`src/rtl/msgPass_config_pkg.sv`:
```
// Shared configuration for the message-pass request address sequencer.
// Holds default parameter values and the sequencer state encoding.
package msgPass_config_pkg;

   localparam int DEF_DEPTH      = 16;
   localparam int DEF_ADDR_WIDTH = 4;
   localparam int DEF_CH_NUM     = 2;
   localparam int DEF_DRC_NUM    = 1;
   localparam int DEF_LEN_WIDTH  = 5;

   typedef enum logic [1:0] {
      ST_IDLE  = 2'd0,
      ST_RUN   = 2'd1,
      ST_STALL = 2'd2,
      ST_DONE  = 2'd3
   } state_e;

endpackage

```
`src/rtl/msgpass_addr_wrap_add.sv`:
```
// Modulo-DEPTH page address adder; operands must already be below DEPTH.
// One extra bit of headroom, at most one DEPTH subtraction.
module msgpass_addr_wrap_add #(
   parameter int DEPTH      = 16,
   parameter int ADDR_WIDTH = 4
) (
   input  logic [ADDR_WIDTH-1:0] a_i,
   input  logic [ADDR_WIDTH-1:0] b_i,
   output logic [ADDR_WIDTH-1:0] sum_o
);

   localparam logic [ADDR_WIDTH:0] DEPTH_W = (ADDR_WIDTH+1)'(DEPTH);

   logic [ADDR_WIDTH:0] sum;

   assign sum   = {1'b0, a_i} + {1'b0, b_i};
   assign sum_o = (sum >= DEPTH_W) ? ADDR_WIDTH'(sum - DEPTH_W)
                                   : sum[ADDR_WIDTH-1:0];

endmodule

```
`src/rtl/msgpass_rqst_addr_seq.sv`:
```
// Strided multi-channel page address sequencer for message-pass reads.
// Single FSM with stall on request conflict and abort on read_end_i.
module msgpass_rqst_addr_seq
   import msgPass_config_pkg::*;
#(
   parameter int DEPTH      = DEF_DEPTH,
   parameter int ADDR_WIDTH = DEF_ADDR_WIDTH,
   parameter int CH_NUM     = DEF_CH_NUM,
   parameter int DRC_NUM    = DEF_DRC_NUM,
   parameter int LEN_WIDTH  = DEF_LEN_WIDTH
) (
   input  logic                         sys_clk,
   input  logic                         rstn,
   input  logic                         read_begin_i,
   input  logic                         read_end_i,
   input  logic [ADDR_WIDTH-1:0]        base_addr_i,
   input  logic [ADDR_WIDTH-1:0]        stride_i,
   input  logic [LEN_WIDTH-1:0]         len_i,
   input  logic [CH_NUM-1:0]            ch_en_i,
   input  logic [DRC_NUM-1:0]           is_drc_i,
   output logic [CH_NUM*ADDR_WIDTH-1:0] addr_o,
   output logic [CH_NUM-1:0]            addr_valid_o,
   output logic                         busy_o,
   output logic                         done_o,
   output logic                         aborted_o,
   output logic [LEN_WIDTH-1:0]         step_cnt_o
);

   localparam int AW = ADDR_WIDTH;
   localparam int LW = LEN_WIDTH;

   state_e                state_q, state_d;
   logic [AW-1:0]         cur_q, cur_d;
   logic [AW-1:0]         stride_q, stride_d;
   logic [AW-1:0]         cur_adv;
   logic [LW-1:0]         len_q, len_d;
   logic [LW-1:0]         cnt_q, cnt_d;
   logic [LW-1:0]         cnt_inc;
   logic [CH_NUM-1:0]     ch_en_q, ch_en_d;
   logic [CH_NUM-1:0]     valid_q, valid_d;
   logic [CH_NUM*AW-1:0]  addr_q, addr_d;
   logic [CH_NUM*AW-1:0]  addr_off;
   logic                  busy_q, busy_d;
   logic                  done_q, done_d;
   logic                  abort_q, abort_d;
   logic                  load;
   logic                  stall;

   assign stall   = |is_drc_i;
   assign cnt_inc = cnt_q + LW'(1);

   msgpass_addr_wrap_add #(
      .DEPTH      (DEPTH),
      .ADDR_WIDTH (AW)
   ) u_adv (
      .a_i   (cur_q),
      .b_i   (stride_q),
      .sum_o (cur_adv)
   );

   // Channel offsets are taken from the next step address so they register together.
   for (genvar k = 0; k < CH_NUM; k++) begin : g_ch
      msgpass_addr_wrap_add #(
         .DEPTH      (DEPTH),
         .ADDR_WIDTH (AW)
      ) u_off (
         .a_i   (cur_d),
         .b_i   (AW'(k)),
         .sum_o (addr_off[k*AW +: AW])
      );
   end

   always_comb begin
      state_d  = state_q;
      cur_d    = cur_q;
      stride_d = stride_q;
      len_d    = len_q;
      cnt_d    = cnt_q;
      ch_en_d  = ch_en_q;
      valid_d  = valid_q;
      addr_d   = addr_q;
      busy_d   = busy_q;
      done_d   = 1'b0;
      abort_d  = 1'b0;
      load     = 1'b0;

      unique case (state_q)
         ST_IDLE: begin
            if (read_begin_i) begin
               stride_d = stride_i;
               len_d    = len_i;
               ch_en_d  = ch_en_i;
               cur_d    = base_addr_i;
               cnt_d    = '0;
               if (len_i == '0) begin
                  state_d = ST_DONE;
                  done_d  = 1'b1;
               end else begin
                  state_d = ST_RUN;
                  busy_d  = 1'b1;
                  load    = 1'b1;
               end
            end
         end
         ST_RUN, ST_STALL: begin
            if (read_end_i) begin
               state_d = ST_DONE;
               busy_d  = 1'b0;
               valid_d = '0;
               done_d  = 1'b1;
               abort_d = 1'b1;
            end else if (stall) begin
               state_d = ST_STALL;
            end else begin
               cnt_d = cnt_inc;
               if (cnt_inc == len_q) begin
                  state_d = ST_DONE;
                  busy_d  = 1'b0;
                  valid_d = '0;
                  done_d  = 1'b1;
               end else begin
                  state_d = ST_RUN;
                  cur_d   = cur_adv;
                  load    = 1'b1;
               end
            end
         end
         ST_DONE: begin
            state_d = ST_IDLE;
         end
         default: begin
            state_d = ST_IDLE;
         end
      endcase

      if (load) begin
         addr_d  = addr_off;
         valid_d = ch_en_d;
      end
   end

   always_ff @(posedge sys_clk or negedge rstn) begin
      if (!rstn) begin
         state_q  <= ST_IDLE;
         cur_q    <= '0;
         stride_q <= '0;
         len_q    <= '0;
         cnt_q    <= '0;
         ch_en_q  <= '0;
         valid_q  <= '0;
         addr_q   <= '0;
         busy_q   <= 1'b0;
         done_q   <= 1'b0;
         abort_q  <= 1'b0;
      end else begin
         state_q  <= state_d;
         cur_q    <= cur_d;
         stride_q <= stride_d;
         len_q    <= len_d;
         cnt_q    <= cnt_d;
         ch_en_q  <= ch_en_d;
         valid_q  <= valid_d;
         addr_q   <= addr_d;
         busy_q   <= busy_d;
         done_q   <= done_d;
         abort_q  <= abort_d;
      end
   end

   assign addr_o       = addr_q;
   assign addr_valid_o = valid_q;
   assign busy_o       = busy_q;
   assign done_o       = done_q;
   assign aborted_o    = abort_q;
   assign step_cnt_o   = cnt_q;

endmodule

```
`config.mk`:
```
export PLATFORM = sky130hd
export DESIGN_NAME = msgpass_rqst_addr_seq
export DESIGN_NICKNAME = d
export VERILOG_FILES = /design/src/rtl/msgPass_config_pkg.sv /design/src/rtl/msgpass_addr_wrap_add.sv /design/src/rtl/msgpass_rqst_addr_seq.sv
export SDC_FILE = /design/constraint.sdc
export NUM_CORES = 1
export LEC_CHECK = 0
export CORE_ASPECT_RATIO = 1.1
export CORE_MARGIN = 2
export CORE_UTILIZATION = 43
export CTS_BUF_LIST = sky130_fd_sc_hd__clkbuf_4
export DETAILED_ROUTE_END_ITERATION = 7
export HOLD_SLACK_MARGIN = 0.12
export PLACE_DENSITY = 0.65
export SYNTH_ARGS = -nofsm -noshare
export SYNTH_HDL_FRONTEND = slang
export SYNTH_HIERARCHICAL = 1
export SYNTH_SLANG_ARGS = --single-unit
```
`constraint.sdc`:
```
create_clock -name sys_clk -period 3.7 [get_ports sys_clk]
set_clock_uncertainty 0.1 [all_clocks]
set_input_delay 0.925 -clock sys_clk [delete_from_list [all_inputs] [get_ports sys_clk]]
set_output_delay 0.925 -clock sys_clk [all_outputs]
set_load 0.05 [all_outputs]
```
==> flow_summary_export.csv <==
group,metric,value,unit
placed_design,post_dp_cell_area,0.002566,mm^2
global_route,antenna_found_initial,0,
clocking,ctsResizeCount,0,
placed_design,place.gp.congestion,0.7693,
sta,setup_viol,0,
synth,syn_area,0.002087,mm^2
detailed_routing,routed_wl,3873,um
clocking,cts_root_buf,"clkbuf_4",
global_route,grt_max_degree,36,
sta,hold_ws,407.4,ps
global_route,grt_overflow,0,
status,status,"finished, final reports clean",
die,rows,26,
clocking,cts_tree,"done",
die,start_util,0.4486,
power,power,2.355,mW
synth,yosysTopAreaCell,"dfrtp_1",
synth,netlist_instances,188,
clocking,postCtsHoldBufs,0,
die,die_h,77.07,um
layout,syn_to_final_growth,25.12,%
global_route,grt_pass1_vias,1530,
global_route,grt_first_pass_wirelength,6996,um
sta,period_needed,3320,ps
die,die-area,0.005427,mm^2
sta,tns,0,ps
layout,post-route-cell-area,0.002611,mm^2
power,power.switching,1.082,mW
layout,final_common_cell,"clkdlybuf4s50_1",
power,vdd_ir_drop_max,0.0004067,V
sta,slew_headroom,0.6113,
sta,post-route-period-util,0.8972,
setup_path,required,3820,ps
clocking,htreeDepth,2,
synth,synthTopCellsByArea,"dfrtp_1 (42%), mux2_2 (11%), ha_1 (7.8%)",
setup_path,crit_type,"reg2reg",
synth,synth-seq-cells,35,
synth,synth_edf_count,0,
sta,fmax,301.2,MHz
clocking,clockBufferDepth,2,
power,clock_power_share,0.082,
layout,multi_input_area,0.001167,mm^2
placed_design,dp_hpwl,2909,um
synth,postSynthAreaPerCell,11.10,um^2
detailed_routing,vias,1485,
sta,hold_viol_final,0,
synth,synthArstFlopShare,1.000,
detailed_routing,drtIter0Drc,79,
setup_path,reg2reg_setup_slack,380,ps
synth,ys.flop_type,"dfrtp_1",
layout,final_cell_mix,"clkdlybuf4s50_1 (37), dfrtp_1 (35), mux2_2 (20), nand2_1 (15), ha_1 (13)",
placed_design,io_buffers,37,
die,io_pins,38,
clocking,post_cts_buffers,0,
worst_hold_path,min_path_type,"reg2reg",
sta,worst_pin_slew,581.9,ps
power,combPwrFrac,0.627,
synth,ys_seq_area_frac,0.4197,
die,coreArea,0.004652,mm^2
clocking,clock_latency,330,ps
detailed_routing,first_pass_iters,4,
detailed_routing,viasPerCell,5.068,
detailed_routing,ant_nets,0,
power,p_per_area,901.8,mW/mm^2
sta,rsz0062_at_grt,"no",
setup_path,regToRegEndpoint,"addr_o[6]",
power,p_int,1.272,mW
setup_path,crit_fanout,7,
detailed_routing,drcViolationCount,0,
worst_hold_path,min_from,"ch_en_q[1]",
flow_run,max-cap-violations,0,
detailed_routing,wl_per_cell,13.22,um
worst_hold_path,whs_path_depth,1,
worst_hold_path,worstHoldEndpoint,"ch_en_q[1]",
clocking,cts_sinks,35,
power,swShare,0.4596,
setup_path,timing.rr.start,"step_cnt_o[1]",
layout,num-nets-final,274,
clocking,cts.clk_slew.worst_paths,100,ps
setup_path,startpoint_type,"flip-flop",
sta,slew_viol_final,0,
power,p_seq_frac,0.290,
die,die_w,70.43,um
setup_path,crit_arrival,3440,ps
layout,fillers,419,
layout,drive_gt1_frac,0.1603,
power,p_leak,1.197,nW
clocking,cts_buffers,5,
synth,netlist.area_leader.share,0.4197,
setup_path,end_kind,"flip-flop",
synth,ys_warn_count,6,
global_route,track_usage,0.1602,
synth,synth_cell_types,39,
setup_path,reg2reg_depth,10,
layout,seqCellArea,875.8,um^2
layout,num_antenna_cells,0,
power groups by stage:
stage | logic (mW) | clock network [mW] | registers, mW
floorplan | 0.822 | 0 | 0.968
global placement | 1.48 | 0 | 0.692
detailed placement | 1.49 | 0 | 0.695
CTS | 1.49 | 0.204 | 0.687
global route | 1.63 | 0.217 | 0.715
finish | 1.48 | 0.194 | 0.684
flip-flops by register name, summed over array words and instances, names as in the netlist:
signal / cells
stride_q: 4
aborted_o: 1
cur_q: 4
len_q: 5
state_q: 2
busy_o: 1
done_o: 1
addr_o: 8
ch_en_q: 2
addr_valid_o: 2
step_cnt_o: 5
final cells by class:
cell class / instances / share of cell area
Clock buffer: 6 / 0.01725
Multi-Input combinational cell: 142 / 0.4471
Timing Repair Buffer: 42 / 0.1562
Sequential cell: 35 / 0.3354
Tap cell: 56 / 0.02683
Inverter: 12 / 0.01725
cells in the mapped netlist, types with 2 or more instances:
cell type / count
dfrtp_1: 35
mux2_2: 20
nand2_1: 15
ha_1: 13
inv_1: 12
o21ai_0: 10
xor2_1: 9
xnor2_1: 6
a21oi_1: 5
a22o_1: 5
nor2_1: 5
a21o_1: 4
a221o_1: 4
clkbuf_1: 4
nand3_1: 4
a21oi_2: 3
fa_1: 3
nor2b_1: 3
nor3_1: 3
buf_2: 2
conb_1: 2
mux2_1: 2
nand2b_1: 2
o211a_1: 2
stage by stage:
stage	utilization	setup slack, ps	instances
2_1_floorplan	-	250.6	196
4_1_cts	0.5613	364.2	293
3_5_place_dp	0.5516	151.4	287
6_report	0.5613	380.3	293
3_3_place_gp	0.5516	180.8	287
5_1_grt	0.5613	193.7	293
how the worst max path moves through the flow:
stage | from | endpoint | slack [ps] | cells past startpoint
floorplan | step_cnt_o[0] | addr_o[7] | 250 | 11
global placement | is_drc_i | addr_o[6] | 180 | 8
detailed placement | is_drc_i | addr_o[6] | 150 | 8
global route | step_cnt_o[1] | addr_o[6] | 190 | 10
CTS | step_cnt_o[1] | addr_o[6] | 360 | 10
finish | step_cnt_o[1] | addr_o[6] | 380 | 10
kinds of logic (layout without fill, tap and decap cells):
family,after synthesis,after routing,synth area share
fa+ha+maj,16,16,0.1067
other cells,2,10,0.003598
buf+inv,19,60,0.03537
mux,22,22,0.1187
compound gates,41,41,0.1631
flops,35,35,0.4197
xor+xnor,15,15,0.06295
simple gates,38,38,0.08993
critical path, cell delays in order, from the launching register on:
cell and delay [ps]:
dfrtp_1 430, ha_1 290, nand3b_1 120, o31ai_1 100
o311ai_4 480, a21oi_1 240, a221o_1 440, ha_1 240
fa_1 370, xor2_1 140, mux2_2 250
metal layers:
metal | GRT usage | routed length [um] | up-vias
li1 | - | - | 752
met1 | 0.2224 | 1900 | 698
met2 | 0.2481 | 1783 | 30
met3 | 0.03548 | 137 | 5
met4 | 0.05192 | 51 | 0
met5 | 0 | 0 | -
(Power assumes the default switching activity.)
